--- config.mk ---
export PLATFORM = sky130hd
export DESIGN_NAME = vregfile_control_mp
export DESIGN_NICKNAME = d
export VERILOG_FILES = /design/src/rtl/vector_ctrl_pkg.sv /design/src/rtl/vregfile_rdport.sv /design/src/rtl/vregfile_control_mp.sv
export SDC_FILE = /design/constraint.sdc
export NUM_CORES = 2
export LEC_CHECK = 0
export BUFFER_PORTS_ARGS = -buffer_cell sky130_fd_sc_hd__buf_2
export CAP_MARGIN = 20
export CORE_MARGIN = 2
export CORE_UTILIZATION = 25
export CTS_CLUSTER_DIAMETER = 120
export CTS_CLUSTER_SIZE = 10
export DETAILED_ROUTE_END_ITERATION = 7
export PLACE_DENSITY_LB_ADDON = 0.12
export SLEW_MARGIN = 20
export SYNTH_ARGS = -nofsm -noshare
export SYNTH_HDL_FRONTEND = slang
export SYNTH_SLANG_ARGS = --single-unit
--- constraint.sdc ---
create_clock -name clk -period 5.45 [get_ports clk]
set_clock_uncertainty 0.1 [all_clocks]
set_input_delay 0.545 -clock clk [delete_from_list [all_inputs] [get_ports clk]]
set_output_delay 0.545 -clock clk [all_outputs]
set_load 0.01 [all_outputs]
--- src/rtl/vector_ctrl_pkg.sv ---
// Shared definitions for the vector control register file: promoted register
// indices, sequencer states and the default matmul mask width.
package vector_ctrl_pkg;

  localparam int VC_VL          = 0;
  localparam int VC_MM_BCOLS    = 29;
  localparam int VC_MM_ACOLS    = 30;
  localparam int VC_MM_AROWS    = 31;
  localparam int VC_MATMUL_SIZE = 8;

  typedef enum logic [0:0] {
    ST_IDLE  = 1'b0,
    ST_CLEAR = 1'b1
  } vc_state_e;

endpackage

--- src/rtl/vregfile_rdport.sv ---
// One registered read port: 1-cycle latency, same-cycle write bypass, holds
// its value while disabled and returns zero for clears and out-of-range reads.
module vregfile_rdport
  import vector_ctrl_pkg::*;
#(
  parameter int WIDTH = 32,
  parameter int AW    = 5
) (
  input  logic             clk,
  input  logic             reset,
  input  logic             rd_en,
  input  logic [AW-1:0]    rd_reg,
  input  logic             addr_ok,
  input  logic [WIDTH-1:0] arr_data,
  input  logic             clear,
  input  logic             wr_fire,
  input  logic [AW-1:0]    wr_reg,
  input  logic [WIDTH-1:0] wr_val,
  output logic [WIDTH-1:0] rd_data
);

  logic [WIDTH-1:0] rd_data_d, rd_data_q;

  always_comb begin
    rd_data_d = rd_data_q;
    if (rd_en) begin
      if (clear || !addr_ok) begin
        rd_data_d = '0;
      end else if (wr_fire && (wr_reg == rd_reg)) begin
        rd_data_d = wr_val;
      end else begin
        rd_data_d = arr_data;
      end
    end
  end

  always_ff @(posedge clk) begin
    if (reset) begin
      rd_data_q <= '0;
    end else begin
      rd_data_q <= rd_data_d;
    end
  end

  assign rd_data = rd_data_q;

endmodule

--- src/rtl/vregfile_control_mp.sv ---
// Vector control register file: one write port, NUMRDPORTS read ports,
// promoted vl / matmul mask registers and a hardware clear sequencer.
//
// state    | meaning
// ST_IDLE  | normal operation, writes and reads serviced
// ST_CLEAR | zeroing array[idx] one entry per cycle, writes ignored
module vregfile_control_mp
  import vector_ctrl_pkg::*;
#(
  parameter int WIDTH       = 32,
  parameter int NUMREGS     = 32,
  parameter int LOG2NUMREGS = 5,
  parameter int NUMRDPORTS  = 2,
  parameter int MATMUL_SIZE = VC_MATMUL_SIZE,
  parameter int MAXVL       = 64
) (
  input  logic                              clk,
  input  logic                              reset,
  input  logic [NUMRDPORTS-1:0]             rd_en,
  input  logic [NUMRDPORTS*LOG2NUMREGS-1:0] rd_reg,
  output logic [NUMRDPORTS*WIDTH-1:0]       rd_data,
  input  logic [LOG2NUMREGS-1:0]            wr_reg,
  input  logic [WIDTH-1:0]                  wr_data,
  input  logic                              wr_we,
  input  logic                              clr_start,
  output logic                              clr_busy,
  output logic [WIDTH-1:0]                  vl,
  output logic [3*MATMUL_SIZE-1:0]          matmul_masks
);

  localparam logic [LOG2NUMREGS:0]   NUMREGS_W = (LOG2NUMREGS+1)'(NUMREGS);
  localparam logic [LOG2NUMREGS-1:0] LAST_IDX  = LOG2NUMREGS'(NUMREGS - 1);
  localparam logic [LOG2NUMREGS-1:0] A_VL      = LOG2NUMREGS'(VC_VL);
  localparam logic [LOG2NUMREGS-1:0] A_BCOLS   = LOG2NUMREGS'(VC_MM_BCOLS);
  localparam logic [LOG2NUMREGS-1:0] A_ACOLS   = LOG2NUMREGS'(VC_MM_ACOLS);
  localparam logic [LOG2NUMREGS-1:0] A_AROWS   = LOG2NUMREGS'(VC_MM_AROWS);
  localparam logic [WIDTH-1:0]       MAXVL_W   = WIDTH'(MAXVL);

  vc_state_e                state_d, state_q;
  logic [LOG2NUMREGS-1:0]   idx_d, idx_q;
  logic [WIDTH-1:0]         mem_d [NUMREGS];
  logic [WIDTH-1:0]         mem_q [NUMREGS];
  logic [WIDTH-1:0]         vl_d, vl_q;
  logic [MATMUL_SIZE-1:0]   arows_d, arows_q, acols_d, acols_q, bcols_d, bcols_q;

  logic             wr_ok, wr_fire;
  logic [WIDTH-1:0] wr_val;

  assign wr_ok   = ({1'b0, wr_reg} < NUMREGS_W);
  // A clear request in the same cycle wins over a write; the sequencer wipes the array anyway.
  assign wr_fire = (state_q == ST_IDLE) && !clr_start && wr_we && wr_ok;
  assign wr_val  = ((wr_reg == A_VL) && (wr_data > MAXVL_W)) ? MAXVL_W : wr_data;

  always_comb begin
    state_d = state_q;
    idx_d   = idx_q;
    mem_d   = mem_q;
    vl_d    = vl_q;
    arows_d = arows_q;
    acols_d = acols_q;
    bcols_d = bcols_q;
    case (state_q)
      ST_IDLE: begin
        if (clr_start) begin
          state_d = ST_CLEAR;
          idx_d   = '0;
          vl_d    = '0;
          arows_d = '1;
          acols_d = '1;
          bcols_d = '1;
        end else if (wr_fire) begin
          mem_d[wr_reg] = wr_val;
          if (wr_reg == A_VL)    vl_d    = wr_val;
          if (wr_reg == A_AROWS) arows_d = wr_data[MATMUL_SIZE-1:0];
          if (wr_reg == A_ACOLS) acols_d = wr_data[MATMUL_SIZE-1:0];
          if (wr_reg == A_BCOLS) bcols_d = wr_data[MATMUL_SIZE-1:0];
        end
      end
      ST_CLEAR: begin
        mem_d[idx_q] = '0;
        idx_d        = idx_q + 1'b1;
        if (idx_q == LAST_IDX) state_d = ST_IDLE;
      end
      default: state_d = ST_IDLE;
    endcase
  end

  always_ff @(posedge clk) begin
    if (reset) begin
      state_q <= ST_CLEAR;
      idx_q   <= '0;
      vl_q    <= '0;
      arows_q <= '1;
      acols_q <= '1;
      bcols_q <= '1;
    end else begin
      state_q <= state_d;
      idx_q   <= idx_d;
      vl_q    <= vl_d;
      arows_q <= arows_d;
      acols_q <= acols_d;
      bcols_q <= bcols_d;
    end
  end

  // Storage has no reset; the clear sequence that follows every reset zeroes it.
  always_ff @(posedge clk) begin
    mem_q <= mem_d;
  end

  for (genvar p = 0; p < NUMRDPORTS; p++) begin : g_rd
    logic [LOG2NUMREGS-1:0] addr;
    logic                   addr_ok;
    logic [WIDTH-1:0]       arr_word;

    assign addr     = rd_reg[p*LOG2NUMREGS +: LOG2NUMREGS];
    assign addr_ok  = ({1'b0, addr} < NUMREGS_W);
    assign arr_word = addr_ok ? mem_q[addr] : '0;

    vregfile_rdport #(
      .WIDTH (WIDTH),
      .AW    (LOG2NUMREGS)
    ) u_rdport (
      .clk      (clk),
      .reset    (reset),
      .rd_en    (rd_en[p]),
      .rd_reg   (addr),
      .addr_ok  (addr_ok),
      .arr_data (arr_word),
      .clear    (state_q == ST_CLEAR),
      .wr_fire  (wr_fire),
      .wr_reg   (wr_reg),
      .wr_val   (wr_val),
      .rd_data  (rd_data[p*WIDTH +: WIDTH])
    );
  end

  assign clr_busy     = (state_q == ST_CLEAR);
  assign vl           = vl_q;
  assign matmul_masks = {bcols_q, acols_q, arows_q};

endmodule

# Yosys cells after proc, flatten, opt, wreduce, memory -nomap -nowiden
# Index checks and enable logic that the tools add are counted.
[op_classes]
add_sub_neg = 1
magnitude_cmp = 7
n_eq_ne = 9
muxes = 36
bitwise_logic = 7
reduce_logical = 19
[ops]
columns = ["operator", "count"]
rows = [
  ["$mux W1024", 2],
  ["$pmux W1024 S2", 1],
  ["$and A1024 B1024 Y1024", 1],
  ["$bwmux W1024", 1],
  ["$not A1024 Y1024", 1],
  ["$mux W32", 14],
  ["$bmux W32 S5", 2],
  ["$demux W32 S5", 2],
  ["$mux W8", 9],
  ["$gt A32 B7 Y1 const B", 1],
  ["$ge A6 B6 Y1 const B", 4],
  ["$not A5 Y6", 4],
  ["$eq A5 B5 Y1 const B", 4],
  ["$lt A6 B1 Y1 const B", 2],
  ["$reduce_and A3 Y1", 4],
  ["$eq A5 B5 Y1", 2],
  ["$pmux W5 S2", 1],
  ["$reduce_bool A2 Y1", 5],
  ["$logic_and A1 B1 Y1", 7],
  ["$add A5 B1 Y5 const B", 1],
  ["$logic_not A5 Y1", 1],
  ["$mux W5", 1],
  ["$ne A2 B2 Y1 const B", 2],
  ["$mux W1", 2],
  ["other kinds (5)", 5],
]
[totals]
register_bits = 1150
input_bits = 53
output_inout_bits = 121
wordCells = 119

# Longest topological paths before layout
[depth]
depth_word = 9
depth_mapped = 11
mapped_depth_nobuf = 6

# Modules after synthesis
# A second synthesis with hierarchy kept.
[unflattened]
hier_cells = 5622
hier_area_um2 = 65577.9
[modules_own_cells]
columns = ["module", "instances", "cells_each", "area_per_inst_um2", "seq_area_each_um2"]
rows = [
  ["vregfile_control_mp", 1, 5226, 62157.1, 31990.7],
  ["vregfile_rdport", 2, 198, 1710.4, 640.6],
]

# Worst setup path before layout
# No wires, ideal clock.
[synth_path]
path_kind = "input to register"
startpoint = "in wr_reg[2]"
endpoint = "reg mem_q[320] (netlist bit) (enable)"
setup_ps = 470
arrival_ps = 3765
slack_ps = 1115
stages = 5
path_buffers = 2
path_cell_list = "buf_2 > inv_2 > or3_1 > clkbuf_1 > o31ai_1"
[synth_lines]
columns = ["item", "line", "source"]
rows = [
  ["start: declaration", "vregfile_control_mp.sv:22", "input logic [LOG2NUMREGS-1:0] wr_reg,"],
  ["end signal: assignment", "vregfile_control_mp.sv:108", "mem_q <= mem_d;"],
  ["end: declaration", "vregfile_control_mp.sv:42", "logic [WIDTH-1:0] mem_q [NUMREGS];"],
]

==> metrics.md <==
| Metric | Value |
|---|---|
| Status | complete, no violations |
| Area growth syn-to-layout | 14.9% |
| Yosys warns | 0 |
| Antenna violations before repair | 26 |
| P_leak | ~30 nW |
| Slowest-stage cell, CP | nor2_4 |
| Top_reg_cell synth | edfxtp_1 |
| Met2 Use GR | 39.4% |
| Post-Synthesis Mean Instance Area | around 13 µm² |
| Worst path required time | about 6.0 ns |
| Die W | slightly above 500 µm |
| Via count | 51700 |
| Rel. slew slack | between 15 and 20% |
| Drt wl/cell | a little over 40 µm |
| Fill cell count | ~26000 |
| Post-CTS sizing | 0 |
| Worst path bufs/invs | 3 |
| Cell family with most CP delay | buffers and inverters |
| Row count | 186 |
| GRT Total Usage | approximately a quarter |
| Critical Path AT | ~4.2 ns |
| Number of global-route vias before repair | between 40000 and 50000 |
| Syn_nets | 5135 |
| Final hold viol count | 0 |
| Critical-path maximum fanout | slightly above 50 |
| Largest net degree at the start of global routing | 91 |
| Ports | ~170 |
| CTS Buffer Depth | 3 |
| Unique cell type count in the Yosys netlist | 59 |
| RSZ-0062 raised after global routing | false |
| Place WS | between 1 and 1.5 ns |
| Busiest grt layer | met2 |
| Synthesized area | ~0.064 mm² |
| Htree depth | 4 |
| Starting DRC count in detailed routing | roughly 6400 |
| First-pass GRT wire length | between 400000 and 500000 µm |
| Placed Cells | 8288 |
| Worst setup EP type | flip-flop |
| Most frequent CP cell | buf_4 |
| Final setup TNS | 0 ns |
| Port Buffer Count | about 170 |
| Layout net count | 5105 |
| Layout cells sized above 1 | 21.5% |
| Clk sinks | approximately 1200 |
| Seq/Total Area, Yosys | between 50% and 60% |
| Startpoint Class | flip-flop |
| CORE AREA | ~0.26 mm² |
| Critical path class | flip-flop to flip-flop |
| Global Route met1 Usage | between 30% and 40% |
| Via density | between 6 and 7 |
| Remaining Overflow, GRT | 0 |
| Setup Fix Bufs, Post-CTS | 0 |
| DIE AREA | approximately 0.26 mm² |
| Root Buffer | clkbuf_16 |
| Final core occ | between 20 and 30% |
| DP HPWL | roughly 210000 µm |
| Min Hold Slack | between 0.02 and 0.025 ns |
| DRT antenna net count | 0 |
| Max Freq | 0.274 GHz |
| Slew @ Worst Pin | approximately 1.2 ns |
| Fin cells | 8509 |
| TritonRoute pass-1 iters | 6 |
| Initial core utilization | 25.1% |
| Worst-Skew Late Latency | 0.83 ns |
| FFs w/ async S/R, synth | 0% |
| CTS buffer count | 132 |
| CP cell instances | inv_6 > nand3_1 > buf_4 > nor2_4 > buf_4 > a22o_1 |
| CP max stage delay | 0.95 ns |
| GP Congestion | around 0.84 |
| CTS tree | built |
| Tmin final | 3.65 ns |
| Maxcap violations | 0 |
| Slew Viols, Final | 0 |
| Power density cells | 308 mW/mm² |
| Final setup fails | 0 |
| DRC | 0 |
| Seq cells post-synth | 1150 |
| Tcrit/Tclk final | about two thirds |
| Post-Syn Instances | ~5100 |
| VDD IR-drop max | about 210 µV |
| Global routing usage on met3 | 4.51% |
| Hold_buf cts | 9 |
| Post-Route WL | 343000 µm |
| Final setup margin | ~1.8 ns |
| Worst Hold Class | input port to flip-flop |
| Number of synthesized flops with an enable pin | between 1000 and 1500 |
| Height of the die | 512 µm |
| CTS clock-pin slew for the worst setup and hold paths | around 0.06 ns |
## per-layer routing
| metal | vias up | share of wire [%] |
|---|---|---|
| met2 | 2925 | 45 |
| met4 | 14 | 4.6 |
| met3 | 615 | 7.5 |
| li1 | 20500 | - |
| met1 | 27600 | 43 |
| met5 | - | 0.027 |
## sequential cells by signal (all words and copies together) (netlist names)
name / cells
vl: 32
clr_busy: 1
bcols_q: 8
arows_q: 8
acols_q: 8
g_rd.u_rdport.rd_data: 64
mem_q: 1024
idx_q: 5
## cell families (layout without fill, tap and decap cells)
kind of cell             count (synthesis)  after routing  synth area share (%)
AO/OA/AOI/OAI                         1731           1731                  21.8
other                                    0              6                     0
adder cells (fa/ha/maj)                  5              5                0.0970
AND/OR/NAND/NOR                        595            595                  4.59
buffers and inverters                  621            663                  4.71
XOR/XNOR                                10             10                 0.136
multiplexers                           965            965                  17.0
flip-flops                            1150           1150                  51.6
## final cells by class
type / instances / area [µm²] / area share, %
Sequential cell: 1150 / 33300 / 44.9
Multi-Input combinational cell: 3306 / 29400 / 39.7
Tap cell: 3384 / 4230 / 5.71
Clock buffer: 196 / 3630 / 4.90
Timing Repair Buffer: 449 / 3370 / 4.55
Clock inverter: 10 / 125 / 0.169
Inverter: 8 / 35.0 / 0.0473
Antenna cell: 6 / 15.0 / 0.0203
## path summary, 6_finish.rpt
kind / from / endpoint / slack [ns] / cells past startpoint
max reg2reg: clr_busy$_SDFF_PP1_ / mem_q[772]$_DFFE_PP_ / 1.80 / 6
min: wr_data[7] / acols_q[7]$_SDFFE_PP1P_ / 0.02 / 3
min reg2reg: g_rd[0].u_rdport.rd_data[4]$_SDFFE_PP0P_ / g_rd[0].u_rdport.rd_data[4]$_SDFFE_PP0P_ / 0.36 / 2
max: clr_busy$_SDFF_PP1_ / mem_q[772]$_DFFE_PP_ / 1.80 / 6
## through the flow
stage | power [mW] | area [µm²]
6_report | 22.8 | 74100
5_1_grt | 23.5 | 74100
4_1_cts | 22.9 | 74100
3_5_place_dp | 14.3 | 70300
3_3_place_gp | 14.3 | 70200
2_1_floorplan | 13.0 | 64500
## synth_stat cells, types with 45 or more instances
library cell	n	area, µm²
edfxtp_1	1024	30700
mux2i_1	859	8600
a22o_1	775	6790
a22oi_1	366	2750
clkbuf_1	365	1370
a22o_2	250	2500
nand2_1	166	623
buf_2	140	701
dfxtp_1	126	2520
mux4_2	106	2390
nand3_1	106	531
o21ai_0	98	490
nor2_1	86	323
and2_1	84	526
o21ai_1	48	240
a31oi_1	46	288
nor3_1	45	225
## report_power, final
part	leakage, nW	switching [mW]	total (mW)	internal [mW]
Sequential	12.8	0.604	11.0	10.4
Combinational	15.0	1.86	3.25	1.39
Clock	1.80	4.00	8.58	4.58
Total	29.7	6.46	22.8	16.4
## tightest hold or removal path: cells and delay by family
kind                   cells  cell delay [ns]
and+or+nand+nor            1             0.06
AOI/OAI and AO/OA          1             0.10
buffers and inverters      1             0.21
## placed cells by master, fill, tap and decap left out, types with 7 or more instances in the layout
cell,n
dlygate4sd3_1,9
edfxtp_1,1024
nor3_1,45
nand2_1,162
clkbuf_1,60
o31ai_4,16
a31oi_1,30
o22ai_1,39
nor4_1,7
and2_1,53
buf_12,27
nor2_1,49
a221oi_1,8
dfxtp_1,125
o21ai_4,8
nor2b_1,9
xor2_1,8
mux4_2,106
mux2i_1,859
o21ai_1,48
nor2_4,37
clkbuf_16,136
a21oi_1,28
buf_2,168
nand3_1,104
a21oi_4,12
and3_1,18
and2_2,32
a31oi_4,16
a22o_2,250
a22o_1,775
nand2b_1,29
o21ai_0,90
and4_1,15
buf_4,240
a22oi_1,366
(Power assumes the default switching activity.)
